`src/rtl/ili9341_pkg.sv`:
```
// Shared ILI9341 definitions: opcodes used by the writers and the decoder,
// plus the decoder state encoding.
package ili9341_pkg;

   localparam logic [7:0] CMD_CASET = 8'h2A;
   localparam logic [7:0] CMD_PASET = 8'h2B;
   localparam logic [7:0] CMD_RAMWR = 8'h2C;

   typedef enum logic [2:0] {
      StIdle,
      StCaset,
      StPaset,
      StRamwr,
      StSkip
   } dec_state_e;

endpackage

```
`src/rtl/ili9341_spi_decoder_if.sv`:
```
// Bundle for the ILI9341 serial link and the decoder's report outputs.
// master: the display writer / bench side; slave: the decoder.
interface ili9341_spi_decoder_if #(
   parameter int unsigned COORD_W = 9
);
   logic               cs;
   logic               dc;
   logic               din;
   logic               cmd_valid;
   logic [7:0]         cmd_byte;
   logic               param_valid;
   logic [7:0]         param_byte;
   logic               pix_valid;
   logic [15:0]        pix_data;
   logic [COORD_W-1:0] pix_x;
   logic [COORD_W-1:0] pix_y;
   logic [COORD_W-1:0] win_xs;
   logic [COORD_W-1:0] win_xe;
   logic [COORD_W-1:0] win_ys;
   logic [COORD_W-1:0] win_ye;
   logic               frame_err;

   modport master (
      output cs, dc, din,
      input  cmd_valid, cmd_byte, param_valid, param_byte, pix_valid, pix_data,
      input  pix_x, pix_y, win_xs, win_xe, win_ys, win_ye, frame_err
   );

   modport slave (
      input  cs, dc, din,
      output cmd_valid, cmd_byte, param_valid, param_byte, pix_valid, pix_data,
      output pix_x, pix_y, win_xs, win_xe, win_ys, win_ye, frame_err
   );
endinterface

```
`src/rtl/ili9341_spi_byte_rx.sv`:
```
// Serial byte receiver: MSB-first shift register with a 3-bit bit counter.
// byte_valid is combinational so the decoder can act on the same edge that
// samples the eighth bit. A cs rise with a partial byte pulses frame_err.
module ili9341_spi_byte_rx (
   input  logic       clk,
   input  logic       rst,
   input  logic       cs,
   input  logic       dc,
   input  logic       din,
   output logic       byte_valid,
   output logic       byte_dc,
   output logic [7:0] byte_data,
   output logic       frame_err
);
   logic [6:0] shift_q;
   logic [2:0] cnt_q;
   logic       frame_err_q;

   assign byte_valid = !cs && (cnt_q == 3'd7);
   assign byte_dc    = dc;
   assign byte_data  = {shift_q, din};
   assign frame_err  = frame_err_q;

   // Shift while selected; cs high aborts a partial byte and flags it
   always_ff @(posedge clk or negedge rst) begin
      if (!rst) begin
         shift_q     <= '0;
         cnt_q       <= '0;
         frame_err_q <= 1'b0;
      end else if (cs) begin
         cnt_q       <= '0;
         frame_err_q <= (cnt_q != 3'd0);
      end else begin
         shift_q     <= {shift_q[5:0], din};
         cnt_q       <= cnt_q + 3'd1; // wraps to 0 on the eighth bit
         frame_err_q <= 1'b0;
      end
   end
endmodule

```
`src/rtl/ili9341_spi_decoder.sv`:
```
// ILI9341 receive-side decoder: interprets CASET/PASET/RAMWR and emits
// addressed RGB565 pixel strobes with zero added latency.
// Optional: define ILI9341_DEC_PARAM_OUT_EN to report parameter bytes of
// CASET, PASET and unrecognised commands on param_valid/param_byte.
module ili9341_spi_decoder
   import ili9341_pkg::*;
#(
   parameter int unsigned COORD_W = 9,
   parameter int unsigned X_MAX   = 239,
   parameter int unsigned Y_MAX   = 319
) (
   input logic                  clk,
   input logic                  rst,
   ili9341_spi_decoder_if.slave bus
);
   typedef logic [COORD_W-1:0] coord_t;

   logic       byte_valid;
   logic       byte_dc;
   logic [7:0] byte_data;

   ili9341_spi_byte_rx u_byte_rx (
      .clk        (clk),
      .rst        (rst),
      .cs         (bus.cs),
      .dc         (bus.dc),
      .din        (bus.din),
      .byte_valid (byte_valid),
      .byte_dc    (byte_dc),
      .byte_data  (byte_data),
      .frame_err  (bus.frame_err)
   );

   dec_state_e  state_q, state_d;
   logic [2:0]  idx_q, idx_d;         // saturates at 4: extra params ignored
   logic [7:0]  hi_q, hi_d;           // high byte of a parameter word or pixel
   logic        lo_phase_q, lo_phase_d;
   coord_t      ptr_x_q, ptr_x_d, ptr_y_q, ptr_y_d;
   coord_t      win_xs_q, win_xs_d, win_xe_q, win_xe_d;
   coord_t      win_ys_q, win_ys_d, win_ye_q, win_ye_d;
   logic        cmd_valid_q, cmd_valid_d;
   logic [7:0]  cmd_byte_q, cmd_byte_d;
   logic        pix_valid_q, pix_valid_d;
   logic [15:0] pix_data_q, pix_data_d;
   coord_t      pix_x_q, pix_x_d, pix_y_q, pix_y_d;
   logic [15:0] word;

   assign word = {hi_q, byte_data};

   // State, window and output registers
   always_ff @(posedge clk or negedge rst) begin
      if (!rst) begin
         state_q     <= StIdle;
         idx_q       <= '0;
         hi_q        <= '0;
         lo_phase_q  <= 1'b0;
         ptr_x_q     <= '0;
         ptr_y_q     <= '0;
         win_xs_q    <= '0;
         win_xe_q    <= coord_t'(X_MAX);
         win_ys_q    <= '0;
         win_ye_q    <= coord_t'(Y_MAX);
         cmd_valid_q <= 1'b0;
         cmd_byte_q  <= '0;
         pix_valid_q <= 1'b0;
         pix_data_q  <= '0;
         pix_x_q     <= '0;
         pix_y_q     <= '0;
      end else begin
         state_q     <= state_d;
         idx_q       <= idx_d;
         hi_q        <= hi_d;
         lo_phase_q  <= lo_phase_d;
         ptr_x_q     <= ptr_x_d;
         ptr_y_q     <= ptr_y_d;
         win_xs_q    <= win_xs_d;
         win_xe_q    <= win_xe_d;
         win_ys_q    <= win_ys_d;
         win_ye_q    <= win_ye_d;
         cmd_valid_q <= cmd_valid_d;
         cmd_byte_q  <= cmd_byte_d;
         pix_valid_q <= pix_valid_d;
         pix_data_q  <= pix_data_d;
         pix_x_q     <= pix_x_d;
         pix_y_q     <= pix_y_d;
      end
   end

   // Command decode, parameter collection and pixel pointer walk
   always_comb begin
      state_d     = state_q;
      idx_d       = idx_q;
      hi_d        = hi_q;
      lo_phase_d  = lo_phase_q;
      ptr_x_d     = ptr_x_q;
      ptr_y_d     = ptr_y_q;
      win_xs_d    = win_xs_q;
      win_xe_d    = win_xe_q;
      win_ys_d    = win_ys_q;
      win_ye_d    = win_ye_q;
      cmd_valid_d = 1'b0;
      cmd_byte_d  = cmd_byte_q;
      pix_valid_d = 1'b0;
      pix_data_d  = pix_data_q;
      pix_x_d     = pix_x_q;
      pix_y_d     = pix_y_q;
      if (byte_valid && !byte_dc) begin
         cmd_valid_d = 1'b1;
         cmd_byte_d  = byte_data;
         idx_d       = '0;
         lo_phase_d  = 1'b0; // drops any pending high pixel byte
         case (byte_data)
            CMD_CASET: state_d = StCaset;
            CMD_PASET: state_d = StPaset;
            CMD_RAMWR: begin
               state_d = StRamwr;
               ptr_x_d = win_xs_q;
               ptr_y_d = win_ys_q;
            end
            default:   state_d = StSkip;
         endcase
      end else if (byte_valid) begin
         unique case (state_q)
            StCaset, StPaset: begin
               if (!idx_q[2]) begin
                  idx_d = idx_q + 3'd1;
                  case (idx_q[1:0])
                     2'd1: begin
                        if (state_q == StCaset) win_xs_d = word[COORD_W-1:0];
                        else                    win_ys_d = word[COORD_W-1:0];
                     end
                     2'd3: begin
                        if (state_q == StCaset) win_xe_d = word[COORD_W-1:0];
                        else                    win_ye_d = word[COORD_W-1:0];
                     end
                     default: hi_d = byte_data;
                  endcase
               end
            end
            StRamwr: begin
               if (!lo_phase_q) begin
                  hi_d       = byte_data;
                  lo_phase_d = 1'b1;
               end else begin
                  lo_phase_d  = 1'b0;
                  pix_valid_d = 1'b1;
                  pix_data_d  = word;
                  pix_x_d     = ptr_x_q;
                  pix_y_d     = ptr_y_q;
                  if (ptr_x_q == win_xe_q) begin
                     ptr_x_d = win_xs_q;
                     ptr_y_d = (ptr_y_q == win_ye_q) ? win_ys_q : ptr_y_q + coord_t'(1);
                  end else begin
                     ptr_x_d = ptr_x_q + coord_t'(1);
                  end
               end
            end
            StIdle, StSkip: ;
         endcase
      end
   end

   assign bus.cmd_valid = cmd_valid_q;
   assign bus.cmd_byte  = cmd_byte_q;
   assign bus.pix_valid = pix_valid_q;
   assign bus.pix_data  = pix_data_q;
   assign bus.pix_x     = pix_x_q;
   assign bus.pix_y     = pix_y_q;
   assign bus.win_xs    = win_xs_q;
   assign bus.win_xe    = win_xe_q;
   assign bus.win_ys    = win_ys_q;
   assign bus.win_ye    = win_ye_q;

`ifdef ILI9341_DEC_PARAM_OUT_EN
   logic       param_hit;
   logic       param_valid_q;
   logic [7:0] param_byte_q;

   assign param_hit = byte_valid && byte_dc &&
                      (state_q == StCaset || state_q == StPaset || state_q == StSkip);

   // Report parameter bytes of non-RAMWR commands
   always_ff @(posedge clk or negedge rst) begin
      if (!rst) begin
         param_valid_q <= 1'b0;
         param_byte_q  <= '0;
      end else begin
         param_valid_q <= param_hit;
         if (param_hit) param_byte_q <= byte_data;
      end
   end

   assign bus.param_valid = param_valid_q;
   assign bus.param_byte  = param_byte_q;
`else
   assign bus.param_valid = 1'b0;
   assign bus.param_byte  = '0;
`endif
endmodule

```
`src/flat_wrapper.sv`:
```
// flat-port wrapper written by rule: the top's interface ports become plain ports
module ili9341_spi_decoder_flat import ili9341_pkg::*;
#(
   parameter int unsigned COORD_W = 9,
   parameter int unsigned X_MAX   = 239,
   parameter int unsigned Y_MAX   = 319
)
  (clk, rst, bus_cs, bus_dc, bus_din, bus_cmd_valid, bus_cmd_byte, bus_param_valid, bus_param_byte, bus_pix_valid, bus_pix_data, bus_pix_x, bus_pix_y, bus_win_xs, bus_win_xe, bus_win_ys, bus_win_ye, bus_frame_err);
  ili9341_spi_decoder_if #(.COORD_W(COORD_W)) bus_i ();
  input logic clk;
  input logic rst;
  input wire logic [$bits(bus_i.cs)-1:0] bus_cs;
  input wire logic [$bits(bus_i.dc)-1:0] bus_dc;
  input wire logic [$bits(bus_i.din)-1:0] bus_din;
  output wire logic [$bits(bus_i.cmd_valid)-1:0] bus_cmd_valid;
  output wire logic [$bits(bus_i.cmd_byte)-1:0] bus_cmd_byte;
  output wire logic [$bits(bus_i.param_valid)-1:0] bus_param_valid;
  output wire logic [$bits(bus_i.param_byte)-1:0] bus_param_byte;
  output wire logic [$bits(bus_i.pix_valid)-1:0] bus_pix_valid;
  output wire logic [$bits(bus_i.pix_data)-1:0] bus_pix_data;
  output wire logic [$bits(bus_i.pix_x)-1:0] bus_pix_x;
  output wire logic [$bits(bus_i.pix_y)-1:0] bus_pix_y;
  output wire logic [$bits(bus_i.win_xs)-1:0] bus_win_xs;
  output wire logic [$bits(bus_i.win_xe)-1:0] bus_win_xe;
  output wire logic [$bits(bus_i.win_ys)-1:0] bus_win_ys;
  output wire logic [$bits(bus_i.win_ye)-1:0] bus_win_ye;
  output wire logic [$bits(bus_i.frame_err)-1:0] bus_frame_err;
  assign bus_i.cs = bus_cs;
  assign bus_i.dc = bus_dc;
  assign bus_i.din = bus_din;
  assign bus_cmd_valid = bus_i.cmd_valid;
  assign bus_cmd_byte = bus_i.cmd_byte;
  assign bus_param_valid = bus_i.param_valid;
  assign bus_param_byte = bus_i.param_byte;
  assign bus_pix_valid = bus_i.pix_valid;
  assign bus_pix_data = bus_i.pix_data;
  assign bus_pix_x = bus_i.pix_x;
  assign bus_pix_y = bus_i.pix_y;
  assign bus_win_xs = bus_i.win_xs;
  assign bus_win_xe = bus_i.win_xe;
  assign bus_win_ys = bus_i.win_ys;
  assign bus_win_ye = bus_i.win_ye;
  assign bus_frame_err = bus_i.frame_err;
  ili9341_spi_decoder #(.COORD_W(COORD_W), .X_MAX(X_MAX), .Y_MAX(Y_MAX)) u_core (.clk(clk), .rst(rst), .bus(bus_i));
endmodule
```
`config.mk`:
```
export PLATFORM = sky130hd
export DESIGN_NAME = ili9341_spi_decoder_flat
export DESIGN_NICKNAME = d
export VERILOG_FILES = /design/src/rtl/ili9341_pkg.sv /design/src/rtl/ili9341_spi_decoder_if.sv /design/src/rtl/ili9341_spi_byte_rx.sv /design/src/rtl/ili9341_spi_decoder.sv /design/src/flat_wrapper.sv
export SDC_FILE = /design/constraint.sdc
export NUM_CORES = 1
export LEC_CHECK = 0
export CAP_MARGIN = 20
export CORE_MARGIN = 8
export CORE_UTILIZATION = 50
export CTS_BUF_LIST = sky130_fd_sc_hd__clkbuf_4
export CTS_CLUSTER_SIZE = 14
export DETAILED_ROUTE_END_ITERATION = 12
export GPL_TIMING_DRIVEN = 0
export PLACE_DENSITY = 0.83
export SYNTH_ARGS = -nofsm -noshare
export SYNTH_HDL_FRONTEND = slang
export SYNTH_SLANG_ARGS = --single-unit
export TNS_END_PERCENT = 10
```
`constraint.sdc`:
```
create_clock -name clk -period 2.1 [get_ports clk]
set_input_delay 0.315 -clock clk [delete_from_list [all_inputs] [get_ports clk]]
set_output_delay 0.315 -clock clk [all_outputs]
set_load 0.01 [all_outputs]
```
==> summary.md, run 1 <==
| Metric | Value |
|---|---|
| Status | finished, violations left |
| Failing checks | setup timing |
| Setup WS post-layout | -71.93 ps |
| Routed wire length | ~14 mm |
| Flops & latches, synth | 124 |
| Post-synth top area share | 48.13% |
| Synth warnings | 0 |
| Synth unique cells | 57 |
| Top FF cell, synth | dfrtp_1 |
| Clock Tree Buf Depth | 2 |
| CP top delay family | compound AO/OA/AOI/OAI gates |
| Max Clock Skew | 14.17 ps |
| Cell repeated most along the worst path | buf_6 |
| # port buffers | 85 |
| Reg-to-reg startpoint | u_core.u_byte_rx.cnt_q[1]$_DFF_PN0_ |
| Worst Reg-to-Reg Cells | 10 |
| Final Hold Fails | 0 |
| Leak | 0.003607 uW |
| Layout cells sized above 1 | between 30% and 40% |
| # diodes | 0 |
| Area grow syn2layout | 31.04% |
| Crit Path Max Fanout | 5 |
| Crit-path slowest cell | dfrtp_1 |
| CTS tree | built |
| Crit start category | register |
| Cell Pwr Density | 642.5 mW/mm2 |
| Maximum clock rate | 460.4 MHz |
| Clock Latency Late Sink | 530 ps |
| Worst path cell trace | ha_2 > ha_4 > nand2b_4 > or2_1 > buf_6 > inv_8 > a31oi_4 > buf_6 > mux2_2 > o22a_1 |
| Slew headroom | 52.79% |
| Die area | 0.01512 mm2 |
| Peak VDD IR | 670.6 uV |
| Vias | 4023 |
| Sequential fraction of the synthesis area | 54.56% |
| Mean post-synth cell area | 12.65 um2 |
| Post-DRT Antenna Nets | 0 |
| Die width | roughly 120 um |
| MaxCap Viol Count | 0 |
| FFs w/ async S/R, synth | 100.0% |
| Synthesized area | 0.005719 mm2 |
| Vias in the first global route | approximately 4200 |
| Buf/Inv on CP | 3 |
| Cells after synthesis | 452 |
| Ranking of synthesized cells by area | dfrtp_1 48%, mux2_2 18%, dfstp_2 6.4%, nand2_1 2.8%, mux2i_1 1.9% |
| CP Data Arrival Time | approximately 2600 ps |
| Grt total ovfl | 0 |
| Setup slack, reg-to-reg | -70 ps |
| # IOs | 95 |
| Detailed-route wire length per cell | 19.16 um |
| RR Endpoint | u_core.ptr_x_q[3]$_DFFE_PN0P_ |
| Htree depth | 4 |
| Initial antenna violation count | 0 |
| Die height | 123.0 um |
| Total power | 4815 uW |
| Initial DRC count | 195 |
| Gpl congestion | ~0.84 |
| Clock Root Buffer | clkbuf_4 |
| RSZ-0062 raised after global routing | yes |
| Total track usage | 18.79% |
| Actual slew at the worst max-slew pin | 708.2 ps |
| Max Slew Vio Count | 0 |
| Row count | 39 |
| Setup TNS | -561.4 ps |
| Worst EP required | 2520 ps |
| CP max stage delay | 410 ps |
| First-pass GRT wire length | 22.05 mm |
| Drt drc | 0 |
| Vias/cell | 5.444 |
| Area leader, netlist | dfrtp_1 |
| Detailed Place HPWL | 9.406 mm |
| Post-layout min period | between 2000 and 2500 ps |
| Nets@finish | 595 |
| Worst Setup End Kind | register |
| Number of flops mapped to enable cells by yosys | 0 |
| Hold slack | 288.6 ps |
| Initial Utilization | 50.74% |
| First-pass DRT Iterations | 4 |
| Worst Hold Class | input pin to asynchronous set/reset pin |
| Total CTS buffers | 17 |
| Clock slew at reported path FFs | 100 ps |
| Final Cycle Share | 103.4% |
| Final Setup Violations | 17 |
| CP Class | register to register |
| Clk sinks | between 100 and 150 |
| Core area | around 0.011 mm2 |
| Largest net degree at the start of global routing | 75 |
-- cell type report --
class / instances / area, um2
Sequential cell: 124 / 3120
Inverter: 14 / 60.06
Timing Repair Buffer: 104 / 1061
Tap cell: 143 / 178.9
Clock buffer: 19 / 142.6
Clock inverter: 13 / 197.7
Fill cell: 780 / 3777
Multi-Input combinational cell: 285 / 2489
Buffer: 37 / 245.2
-- flip-flops by register name (all words and copies together) (netlist names), 8 cells and up --
name,cells
u_core.bus.pix_data,16
u_core.bus.pix_x,9
u_core.bus.pix_y,9
u_core.bus.win_xe,9
u_core.bus.win_xs,9
u_core.bus.win_ye,9
u_core.bus.win_ys,9
u_core.ptr_x_q,9
u_core.ptr_y_q,9
u_core.bus.cmd_byte,8
u_core.hi_q,8
-- cell usage in the layout (no fill, tap or decap), types with 4 or more instances in the layout --
master and count:
nand3_1 8, nand4_1 5, conb_1 9, nor2b_1 6, ha_1 5, buf_4 21, and3_1 5, bufinv_16 5
dfstp_2 14, clkinvlp_4 4, inv_1 12, nor2_1 9, o21ai_2 4, nand2_1 42, a21oi_1 8, o21ai_1 4
clkbuf_4 20, o22a_1 6, clkbuf_1 11, mux2_2 86, buf_6 10, a22oi_2 4, dfrtp_1 110, mux2i_1 10
mux2_4 6, buf_2 5, xnor2_1 10, clkdlybuf4s50_1 84, xor2_1 9
-- how the worst max path moves through the flow --
| stage | startpoint | endpoint | slack, ps | cells past startpoint |
|---|---|---|---|---|
| after global placement | rst | u_core.bus.pix_x[2]$_DFFE_PN0P_ | -3880 | 1 |
| after CTS | u_core.u_byte_rx.cnt_q[1]$_DFF_PN0_ | u_core.bus.win_xs[0]$_DFFE_PN0P_ | -110 | 7 |
| final | u_core.u_byte_rx.cnt_q[1]$_DFF_PN0_ | u_core.ptr_x_q[3]$_DFFE_PN0P_ | -70 | 10 |
| after detailed placement | bus_cs | u_core.ptr_y_q[0]$_DFFE_PN0P_ | -430 | 10 |
| after global routing | u_core.u_byte_rx.cnt_q[1]$_DFF_PN0_ | u_core.ptr_x_q[0]$_DFFE_PN0P_ | -170 | 11 |
| after floorplan | u_core.u_byte_rx.cnt_q[0]$_DFF_PN0_ | u_core.ptr_x_q[7]$_DFFE_PN0P_ | 7 | 10 |
-- metal layers --
metal  routed length [um]  up-vias  global-route usage (%)  part of all wire, %
met4                  298        0                   7.616                  2.1
met2                 6740      141                   29.39                   48
met1                 5937     2029                   23.38                   42
met5                    0        -                       0                    0
met3                 1185       23                   6.667                  8.4
li1                     -     1830                       -                    -
-- cell usage after synthesis, types with 2 or more instances --
| cell | number |
|---|---|
| dfrtp_1 | 110 |
| nand4_1 | 5 |
| mux2_2 | 91 |
| nand3_1 | 8 |
| buf_6 | 3 |
| a21boi_0 | 2 |
| buf_2 | 4 |
| xnor2_1 | 10 |
| clkbuf_1 | 13 |
| xor2_1 | 9 |
| dfstp_2 | 14 |
| o22a_1 | 6 |
| nor2_1 | 10 |
| xor2_2 | 2 |
| a21oi_1 | 9 |
| a22o_1 | 2 |
| ha_1 | 7 |
| buf_1 | 5 |
| buf_4 | 12 |
| nor2b_1 | 6 |
| nor3b_1 | 3 |
| nand2_1 | 42 |
| nand3_2 | 4 |
| and3_2 | 2 |
| nor4b_1 | 2 |
| mux2i_1 | 11 |
| and3_1 | 5 |
| a22oi_1 | 7 |
| inv_1 | 12 |
| o21ai_0 | 9 |
-- power breakdown --
| group | switching [uW] | internal (uW) |
|---|---|---|
| logic | 260 | 128 |
| registers | 28.8 | 2440 |
| clock network | 880 | 1080 |
-- kinds of logic (layout without fill, tap and decap cells) --
| kind of cell | Yosys count | in the layout | share of synthesized area, % |
|---|---|---|---|
| DFF | 124 | 124 | 54.56 |
| muxes | 103 | 103 | 20.10 |
| and+or+nand+nor | 98 | 98 | 9.604 |
| buffers and inverters | 51 | 187 | 4.660 |
| AOI/OAI and AO/OA | 47 | 47 | 5.994 |
| xor gates and xnor gates | 21 | 21 | 3.478 |
| adders and majority gates | 7 | 7 | 1.531 |
| other | 1 | 9 | 0.06557 |
-- through the flow --
stage	area [um2]	utilization [%]	std cells	setup slack, ps
after floorplan	5757	-	460	7.469
after global placement	6787	60.21	688	-3882
after detailed placement	6815	60.46	689	-433.9
after CTS	7283	64.61	730	-110.0
after global routing	7495	66.49	739	-174.7
final	7495	66.49	739	-71.93
-- what timing repair did --
| action | CTS | global route |
|---|---|---|
| hold buffers | 1 | 0 |
| buffers inserted | 7 | 8 |
| pin swaps | 7 | 13 |
| gates cloned | 1 | 1 |
| gates resized for setup | 24 | 36 |
| hold endpoints to repair | 45 | 0 |
| endpoints found under the setup margin | 82 | 71 |
Power figures use the tool's default switching activity.
==> run 2, diff against run 1 <==
--- a/config.mk
+++ b/config.mk
@@ -9,7 +9,6 @@
 export CORE_MARGIN = 8
 export CORE_UTILIZATION = 50
 export CTS_BUF_LIST = sky130_fd_sc_hd__clkbuf_4
-export CTS_CLUSTER_SIZE = 14
 export DETAILED_ROUTE_END_ITERATION = 12
 export GPL_TIMING_DRIVEN = 0
 export PLACE_DENSITY = 0.83
==> results of run 2 <==
Final layout, timing and power as in run 1 (identical DEF).
